===== src/rtl/fetch_prefetch_if.sv =====
// Handshake bundle between the fetch stage, instruction memory and decode.
interface fetch_prefetch_if #(
   parameter int unsigned XLEN = 32
);
   logic            imem_req_valid;
   logic            imem_req_ready;
   logic [XLEN-1:0] imem_req_addr;
   logic            imem_rsp_valid;
   logic [31:0]     imem_rsp_data;
   logic            ir_valid;
   logic            ir_ready;
   logic [XLEN-1:0] pc;
   logic [31:0]     ir;

   modport master (
      output imem_req_valid, imem_req_addr, ir_valid, pc, ir,
      input  imem_req_ready, imem_rsp_valid, imem_rsp_data, ir_ready
   );

   modport slave (
      input  imem_req_valid, imem_req_addr, ir_valid, pc, ir,
      output imem_req_ready, imem_rsp_valid, imem_rsp_data, ir_ready
   );
endinterface


===== src/rtl/fetch_prefetch.sv =====
// Instruction-fetch stage: in-order prefetch queue between a valid/ready
// instruction memory and decode. Redirects flush the queue and discard the
// responses of requests that were still in flight.
module fetch_prefetch #(
   parameter int unsigned     XLEN      = 32,
   parameter int unsigned     DEPTH     = 4,
   parameter logic [XLEN-1:0] BOOT_ADDR = '0,
   parameter logic [31:0]     NOP       = 32'h0000_0013
) (
   input  logic             clk,
   input  logic             resetn,
   input  logic             redirect,
   input  logic [XLEN-1:0]  redirect_pc,
   output logic             misaligned,
   fetch_prefetch_if.master bus
);
   localparam int unsigned   IW      = $clog2(DEPTH);
   localparam int unsigned   CW      = $clog2(DEPTH + 1);
   localparam logic [CW-1:0] DEPTH_C = CW'(DEPTH);

   typedef enum logic {ST_RUN, ST_HALT} state_t;

   state_t          state_q, state_d;
   logic [XLEN-1:0] fpc_q, fpc_d;
   logic [IW-1:0]   head_q, head_d;
   logic [IW-1:0]   tail_q, tail_d;
   logic [IW-1:0]   fill_q, fill_d;
   logic [CW-1:0]   count_q, count_d;
   logic [CW-1:0]   infl_q, infl_d;
   logic [CW-1:0]   drop_q, drop_d;

   logic [XLEN-1:0]  qpc_q [DEPTH];
   logic [31:0]      qir_q [DEPTH];
   logic [DEPTH-1:0] filled_q;

   logic req_valid, accept, rsp_take, rsp_fill, head_valid, pop;

   // Handshake decode for the current cycle. infl_q counts every outstanding
   // response (live and to-be-dropped), so it also bounds requests in flight.
   always_comb begin
      req_valid  = resetn & ~redirect & (state_q == ST_RUN)
                 & (count_q < DEPTH_C) & (infl_q < DEPTH_C);
      accept     = req_valid & bus.imem_req_ready;
      rsp_take   = bus.imem_rsp_valid & (infl_q != '0);
      rsp_fill   = rsp_take & (drop_q == '0);
      head_valid = resetn & (count_q != '0) & filled_q[head_q];
      pop        = head_valid & bus.ir_ready;
   end

   assign bus.imem_req_valid = req_valid;
   assign bus.imem_req_addr  = fpc_q;
   assign bus.ir_valid       = head_valid;
   assign bus.ir             = head_valid ? qir_q[head_q] : NOP;
   assign bus.pc             = head_valid ? qpc_q[head_q] : '0;
   assign misaligned         = (state_q == ST_HALT);

   // Pointer, counter and fetch-PC next state; a redirect overrides pop/alloc/fill.
   always_comb begin
      state_d = state_q;
      fpc_d   = fpc_q;
      head_d  = head_q;
      tail_d  = tail_q;
      fill_d  = fill_q;
      count_d = count_q;
      infl_d  = infl_q;
      drop_d  = drop_q;
      if (redirect) begin
         head_d  = '0;
         tail_d  = '0;
         fill_d  = '0;
         count_d = '0;
         // Everything still outstanding after this cycle's response becomes stale.
         infl_d  = infl_q - CW'(rsp_take);
         drop_d  = infl_q - CW'(rsp_take);
         fpc_d   = redirect_pc;
         state_d = (redirect_pc[1:0] != 2'b00) ? ST_HALT : ST_RUN;
      end else begin
         if (accept) begin
            tail_d = tail_q + IW'(1);
            fpc_d  = fpc_q + XLEN'(4);
         end
         if (pop) begin
            head_d = head_q + IW'(1);
         end
         if (rsp_fill) begin
            fill_d = fill_q + IW'(1);
         end
         count_d = count_q + CW'(accept) - CW'(pop);
         infl_d  = infl_q + CW'(accept) - CW'(rsp_take);
         if (rsp_take && (drop_q != '0)) begin
            drop_d = drop_q - CW'(1);
         end
      end
   end

   // State registers and queue storage.
   always_ff @(posedge clk) begin
      if (!resetn) begin
         state_q  <= ST_RUN;
         fpc_q    <= BOOT_ADDR;
         head_q   <= '0;
         tail_q   <= '0;
         fill_q   <= '0;
         count_q  <= '0;
         infl_q   <= '0;
         drop_q   <= '0;
         filled_q <= '0;
      end else begin
         state_q <= state_d;
         fpc_q   <= fpc_d;
         head_q  <= head_d;
         tail_q  <= tail_d;
         fill_q  <= fill_d;
         count_q <= count_d;
         infl_q  <= infl_d;
         drop_q  <= drop_d;
         if (redirect) begin
            filled_q <= '0;
         end else begin
            if (accept) begin
               qpc_q[tail_q]    <= fpc_q;
               filled_q[tail_q] <= 1'b0;
            end
            if (rsp_fill) begin
               qir_q[fill_q]    <= bus.imem_rsp_data;
               filled_q[fill_q] <= 1'b1;
            end
         end
      end
   end

   // Outstanding-response and occupancy counters never exceed the queue depth.
   assert property (@(posedge clk) disable iff (!resetn)
      (infl_q <= DEPTH_C) && (drop_q <= infl_q) && (count_q <= DEPTH_C));

endmodule

===== src/flat_wrapper.sv =====
// flat-port wrapper written by rule: the top's interface ports become plain ports
module fetch_prefetch_flat 
#(
   parameter int unsigned     XLEN      = 32,
   parameter int unsigned     DEPTH     = 4,
   parameter logic [XLEN-1:0] BOOT_ADDR = '0,
   parameter logic [31:0]     NOP       = 32'h0000_0013
)
  (clk, resetn, redirect, redirect_pc, misaligned, bus_imem_req_valid, bus_imem_req_addr, bus_ir_valid, bus_pc, bus_ir, bus_imem_req_ready, bus_imem_rsp_valid, bus_imem_rsp_data, bus_ir_ready);
  fetch_prefetch_if #(.XLEN(XLEN)) bus_i ();
  input  logic clk;
  input  logic resetn;
  input  logic redirect;
  input  logic [XLEN-1:0] redirect_pc;
  output logic misaligned;
  output wire logic [$bits(bus_i.imem_req_valid)-1:0] bus_imem_req_valid;
  output wire logic [$bits(bus_i.imem_req_addr)-1:0] bus_imem_req_addr;
  output wire logic [$bits(bus_i.ir_valid)-1:0] bus_ir_valid;
  output wire logic [$bits(bus_i.pc)-1:0] bus_pc;
  output wire logic [$bits(bus_i.ir)-1:0] bus_ir;
  input wire logic [$bits(bus_i.imem_req_ready)-1:0] bus_imem_req_ready;
  input wire logic [$bits(bus_i.imem_rsp_valid)-1:0] bus_imem_rsp_valid;
  input wire logic [$bits(bus_i.imem_rsp_data)-1:0] bus_imem_rsp_data;
  input wire logic [$bits(bus_i.ir_ready)-1:0] bus_ir_ready;
  assign bus_imem_req_valid = bus_i.imem_req_valid;
  assign bus_imem_req_addr = bus_i.imem_req_addr;
  assign bus_ir_valid = bus_i.ir_valid;
  assign bus_pc = bus_i.pc;
  assign bus_ir = bus_i.ir;
  assign bus_i.imem_req_ready = bus_imem_req_ready;
  assign bus_i.imem_rsp_valid = bus_imem_rsp_valid;
  assign bus_i.imem_rsp_data = bus_imem_rsp_data;
  assign bus_i.ir_ready = bus_ir_ready;
  fetch_prefetch #(.XLEN(XLEN), .DEPTH(DEPTH), .BOOT_ADDR(BOOT_ADDR), .NOP(NOP)) u_core (.clk(clk), .resetn(resetn), .redirect(redirect), .redirect_pc(redirect_pc), .misaligned(misaligned), .bus(bus_i));
endmodule

===== config.mk =====
export PLATFORM = sky130hd
export DESIGN_NAME = fetch_prefetch_flat
export DESIGN_NICKNAME = d
export VERILOG_FILES = /design/src/rtl/fetch_prefetch_if.sv /design/src/rtl/fetch_prefetch.sv /design/src/flat_wrapper.sv
export SDC_FILE = /design/constraint.sdc
export NUM_CORES = 1
export LEC_CHECK = 0
export ABC_AREA = 1
export CAP_MARGIN = 30
export CORE_ASPECT_RATIO = 1.1
export CORE_UTILIZATION = 38
export CTS_CLUSTER_DIAMETER = 200
export DETAILED_ROUTE_END_ITERATION = 6
export GPL_ROUTABILITY_DRIVEN = 1
export SETUP_SLACK_MARGIN = 0.3
export SLEW_MARGIN = 20
export SYNTH_ARGS = -nofsm -noshare
export SYNTH_HDL_FRONTEND = slang
export SYNTH_SLANG_ARGS = --single-unit

===== constraint.sdc =====
create_clock -name clk -period 3.1 [get_ports clk]
set_clock_uncertainty 0.1 [all_clocks]
set_input_delay 0.31 -clock clk [delete_from_list [all_inputs] [get_ports clk]]
set_output_delay 0.31 -clock clk [all_outputs]
set_load 0.05 [all_outputs]

==> results of run 1 <==
[cell type report]
class,instances,area [um^2],area share
tap,438,548,0.0314
multi-input combinational,824,3880,0.222
sequential,310,8770,0.502
timing repair buffer,200,2760,0.158
inverter,90,349,0.0200
clock buffer,52,1030,0.0591
clock inverter,10,126,0.00723
[cells by family (layout without fill, tap and decap cells)]
logic type	count (synthesis)	after routing	synth area share
and+or+nand+nor	519	519	0.156
AOI/OAI and AO/OA	280	280	0.110
xor gates and xnor gates	8	8	0.00531
DFF	310	310	0.664
buffers and inverters	151	352	0.0476
adders and majority gates	17	17	0.0172
[metal layers]
metal / routed length (um) / vias to the layer above / GRT usage / share of wire
met3: 1710 / 56 / 0.0284 / 0.052
met4: 718 / 0 / 0.0572 / 0.022
li1: - / 4728 / - / -
met2: 15800 / 279 / 0.314 / 0.48
met1: 14600 / 4544 / 0.235 / 0.44
met5: 0 / - / 0 / 0
[critical path: stages (launching register included)]
cell     delay (ns)
dfxtp_1        0.34
inv_1          0.12
nand2_1        0.07
a21o_1         0.15
nand2_1        0.13
nand2_4        0.13
buf_16         0.21
a21oi_1        0.42
buf_12         0.20
[state kept, by name, summed over array words and instances, names as in the netlist, named ones only]
signal                    count
u_core.bus.imem_req_addr     32
u_core.count_q                3
u_core.drop_q                 3
u_core.fill_q                 2
u_core.filled_q               4
u_core.head_q                 2
u_core.infl_q                 3
u_core.misaligned             1
u_core.qir_q                128
u_core.qpc_q                128
u_core.tail_q                 2
[synth_stat cells (all sizes together)]
master / n / area [um^2]
a21o: 1 / 7.51
a21oi: 92 / 460
a22oi: 2 / 15.0
a31oi: 7 / 43.8
and2: 2 / 12.5
buf: 36 / 190
clkbuf: 25 / 95.1
dfxtp: 54 / 1080
edfxtp: 256 / 7690
fa: 2 / 40.0
ha: 15 / 188
inv: 90 / 343
nand2: 154 / 581
nand3: 44 / 220
nand3b: 2 / 15.0
nand4: 3 / 25.0
nor2: 309 / 1180
nor3: 1 / 5.00
o211ai: 3 / 22.5
o21a: 1 / 7.51
o21ai: 167 / 840
o221ai: 3 / 26.3
o22ai: 4 / 25.0
or2: 4 / 25.0
xnor2: 5 / 43.8
xor2: 3 / 26.3
[through the flow]
stage | cell area, um^2 | instances | utilization
3_3_place_gp | 16200 | 1860 | 0.475
2_1_floorplan | 13200 | 1285 | -
3_5_place_dp | 16200 | 1860 | 0.475
4_1_cts | 17400 | 1922 | 0.508
5_1_grt | 17500 | 1924 | 0.511
6_report | 17500 | 1924 | 0.511
[power by group through the flow]
stage / Sequential, mW / Combinational (mW) / Clock, mW
after floorplan: 4.88 / 0.379 / 0
after global placement: 4.81 / 0.760 / 0
after detailed placement: 4.81 / 0.779 / 0
after CTS: 4.72 / 0.783 / 4.19
after global routing: 4.74 / 0.866 / 4.34
final: 4.73 / 0.775 / 4.10
[worst min-delay path by stage]
stage                              start                     endpoint  slack (ns)  depth (start not counted)
floorplan           bus_imem_rsp_data[0]           u_core.qir_q[0][0]        0.31                          0
global placement      u_core.filled_q[2]           u_core.filled_q[2]        0.39                          2
detailed placement    u_core.filled_q[1]           u_core.filled_q[1]        0.39                          2
CTS                       redirect_pc[5]  u_core.bus.imem_req_addr[5]        0.23                          3
global route              redirect_pc[5]  u_core.bus.imem_req_addr[5]        0.27                          3
finish                    redirect_pc[5]  u_core.bus.imem_req_addr[5]        0.25                          3
==> run metrics, run 1 <==
nets=approximately 1,500; most frequent cells in the layout=nor2_1 (298), edfxtp_1 (256), o21ai_0 (166); CP Capture Point=bus_pc[12]; P_sw=about 2.1 mW; die area=~36,000 um^2; share of cells above drive strength 1=0.117; First-pass DRT Iterations=7; Final HPWL DP=about 20 mm; sequential share of the synthesized area=0.664; Leak Pwr=between 6 and 7 nW; max frequency=about 370 MHz; cts repair resizes=0; flop2flop setup slack=~0.48 ns; synthesized flop and latch total=310; fillers=~3,000; final worst slack=0.410 ns; die height=between 150 and 200 um; Pint=roughly 7.5 mW; TritonCTS buffer count=34; largest net degree at the start of global routing=129; grt ovf=0; Core Box Area=approximately 34,000 um^2; Port Buffers=around 170; fin crit share=0.868; Power Density=approximately 550 nW/um^2; reg2reg end=u_core.count_q[2]; CP Launch Type=flop; YS warnings=0; Core Rows=71; Setup CP Type=reg2out; Arr. time, crit path=between 2 and 2.5 ns; setup violators final=0; DR vias/cell=approximately 5.0; vias in the first global route=between 9,000 and 10,000; Clock Sinks=310; worst vdd ir=266 uV; Cell Area, Synth=13,200 um^2; chip width=about 180 um; gr usage total=0.182; RSZ-0062 raised after global routing=true; Syn Nets=roughly 1,400; RD Place Congestion=0.882; initial drt markers=575; clk_lat worst skew=about 0.5 ns; Synth Area per Inst=10.3 um^2; crit-path max FO=31; Distinct cells, synth=38; Max Slew Vio Count=0; Initial Utilization=0.386; # diodes=0; worst hold path class=in2reg; cts hold-fix bufs=0; Critical Path End Type=output pin; ANT nets after route=0; Worst Reg-to-Reg Cells=13; total power=between 9 and 10 mW; post-route DRC violation count=11; R2R Path Start=u_core.head_q[0]; most common cell after layout, fill and taps aside=nor2_1; worst hold slack=0.251 ns; postcts setup bufs=0; vias=9,607; Clk pwr share=0.427; Place WS=0.243 ns; # H-tree levels=2; final WL=32.8 mm; setup TNS=0 ns; Syn Inst Count=around 1,300; Critical path origin=u_core.head_q[0]; Worst EP required=~2.7 ns; CTS root buf=clkbuf_16; routed wire length per instance=17.1 um; initial antenna violation count=0; clock tree buffer depth=3; max-cap viol count=0; synth-to-layout area growth=32.3%; Switching Fraction=0.220; I/O pins=roughly 170; Rel. slew slack=0.598; Worst-path clk slew=around 0.06 ns; Seq pwr share=0.492; first-pass GRT wire length=around 50 mm; failing checks=design-rule violations; Slew @ Worst Pin=0.601 ns; CTS tree=built; combinational power share=0.081; status=finished with violations; Fin. Hold Viols=0; post-route minimum period=2.69 ns
(Power assumes the default switching activity.)
==> run 2, diff against run 1 <==
Settings changed: CTS_CLUSTER_SIZE from default to 12.
==> run 2 against run 1 <==
  * The run still ends with design-rule violations left
  * Routed wire length shrank 0.16%
  * Utilization shrank 0.94 points
  * Combinational power is essentially flat
  * Non-clock buffer count grew 1
  * Global-route usage shrank 0.14 points
  * Critical path depth shrank 2
  * Sequential power is essentially flat
  * First-iteration DRC count shrank 10%
  * Power shrank 9.8%
  * Worst hold slack lost 0.041 ns
  * Via count shrank 0.54%
  * Register-to-register slack is essentially flat
  * Largest cell class unchanged
  * Largest power group unchanged
==> run metrics, run 2 (same netlist as run 1, synthesis figures left out) <==
hold_sp=redirect_pc[5]; share of cells above drive strength 1=0.105 (-0.0122); gr usage total=0.181 (-0.00137); Port Buffers=168 (unchanged); nets=1,543 (-0.26%); fin crit share=0.851 (-0.0169); largest net degree at the start of global routing=129 (unchanged); vias in the first global route=9,310 (-0.58%); fin cells=1,915 (-0.47%); grt ovf=0 (unchanged); DR vias/cell=4.99 (about the same); crit path buf inv count=3 (unchanged); Worst EP required=2.69 ns (about the same); CP Launch Type=flop; setup TNS=0 ns (unchanged); status=finished with violations; RD Place Congestion=0.882 (unchanged); # diodes=0 (unchanged); Leak Pwr=6.03 nW (-2.8%); synth-to-layout area growth=29.8%; Worst path top cell family by delay=buffers and inverters; Fin. Hold Viols=0 (unchanged); initial drt markers=515 (-10%); First-pass DRT Iterations=7 (unchanged); Initial Utilization=0.386 (unchanged); flop2flop setup slack=0.49 ns (about the same); Critical-path top delay cell=inv_2; clk_lat worst skew=0.54 ns (+0.03 ns); cts hold-fix bufs=0 (unchanged); die height=198 um (unchanged); vias=9,555 (-0.54%); CP Cell Sequence=inv_2 > buf_4 > nor2_1 > o21ai_0 > a21oi_1 > buf_12; max-cap viol count=0 (unchanged); final WL=32.8 mm (-0.16%); crit-path max FO=25 (-19%); total power=8.65 mW (-9.8%); TritonCTS buffer count=29 (-15%); CTS root buf=clkbuf_16; RSZ-0062 raised after global routing=false; initial antenna violation count=0 (unchanged); Power Density=505 nW/um^2 (-8.2%); max frequency=379 MHz (+2.0%); hold path depth=3 (unchanged); worst hold path class=in2reg; post-route minimum period=2.64 ns (-0.0524 ns); Worst Hold Endpoint=u_core.bus.imem_req_addr[5]; Slew @ Worst Pin=0.593 ns (-0.00858 ns); clock tree buffer depth=3 (unchanged); post-route DRC violation count=11 (unchanged); Worst-path clk slew=0.06 ns (about the same); # H-tree levels=1 (-1); I/O pins=169 (unchanged); Max Slew Vio Count=0 (unchanged); Core Box Area=34,200 um^2 (unchanged); Cells after DPL=1,860 (unchanged); ANT nets after route=0 (unchanged); final std cell area, no fill=17,100 um^2 (-1.8%); most frequent cells in the layout=nor2_1 (298), edfxtp_1 (256), o21ai_0 (166); die area=35,500 um^2 (unchanged); Worst Reg-to-Reg Cells=13 (unchanged); reg2reg end=u_core.count_q[2]; routed wire length per instance=17.1 um (+0.31%); Clock Sinks=310 (unchanged); most common cell after layout, fill and taps aside=nor2_1; worst hold slack=0.211 ns (-0.0407 ns); chip width=180 um (unchanged); R2R Path Start=u_core.head_q[0]; Core Rows=71 (unchanged); Critical Path End Type=output pin; Rel. slew slack=0.604 (+0.00573); Arr. time, crit path=2.23 ns (-0.05 ns); CTS tree=built; worst vdd ir=383 uV (+44%); Setup CP Type=reg2out; crit-path max cell delay=0.44 ns (+0.02 ns); postcts setup bufs=0 (unchanged); Final HPWL DP=19.5 mm (unchanged); setup violators final=0 (unchanged); failing checks=design-rule violations; first-pass GRT wire length=50.2 mm (-0.30%); Post-DP Area=16,200 um^2 (unchanged)
==> run 2: cell count changes in the layout (fill, tap and decap cells not counted), sizes merged <==
cell and change:
bufinv -3, inv -1, clkinv -5
==> run 2: how the worst max path moves through the flow <==
stage                           start            endpoint  cells past startpoint
floorplan           u_core.misaligned  u_core.qpc_q[0][0]                      4
global placement               resetn   u_core.count_q[2]                     13
detailed placement             resetn   u_core.count_q[2]                     13
CTS                              flop           bus_pc[8]                      6
global route         u_core.head_q[0]   u_core.count_q[2]                     13
finish                           flop           bus_pc[8]                      6
==> run 2: worst register-to-register path, stage by stage, from the launching register on <==
cell and delay, ns:
dfxtp_1 0.39, inv_1 0.11, o211ai_1 0.21, nand2_2 0.12, nand3_1 0.13, inv_1 0.07, ha_1 0.28, inv_1 0.06
ha_1 0.12, inv_1 0.05, fa_1 0.37, xnor2_1 0.14, or2_2 0.27, a21oi_1 0.13
==> run 2: area by class of cell <==
class,count,area (um^2)
clock buffer,51,808
clock inverter,1,3.75
fill,3017,17100
inverter,90,352
multi-input combinational,824,3880
sequential,310,8770
tap,438,548
timing repair buffer,201,2780
==> run 2: timing repair <==
| action | in CTS | in global routing |
|---|---|---|
| cloned | 0 | 3 |
| resized for setup | 1 | 5 |
| endpoints found under the setup margin | 2 | 19 |
| pin swaps | 0 | 0 |
==> run 2: metrics by stage <==
stage | utilization | setup WS [ns]
2_1_floorplan | - | 0.210
3_3_place_gp | 0.475 | 0.263
3_5_place_dp | 0.475 | 0.243
4_1_cts | 0.498 | 0.330
5_1_grt | 0.501 | 0.289
6_report | 0.501 | 0.462
==> run 2: metal layers <==
layer	wire length [um]	vias up	GRT usage	share of wire
li1	-	4719	-	-
met1	14700	4548	0.236	0.45
met2	15800	243	0.316	0.48
met3	1530	45	0.0242	0.047
met4	676	0	0.0485	0.021
met5	0	-	0	0
==> run 2: power by group <==
part / leakage [nW] / switching, mW / internal, mW
logic: 2.87 / 0.468 / 0.307
registers: 2.77 / 0.0997 / 4.62
clock network: 0.385 / 1.41 / 1.74
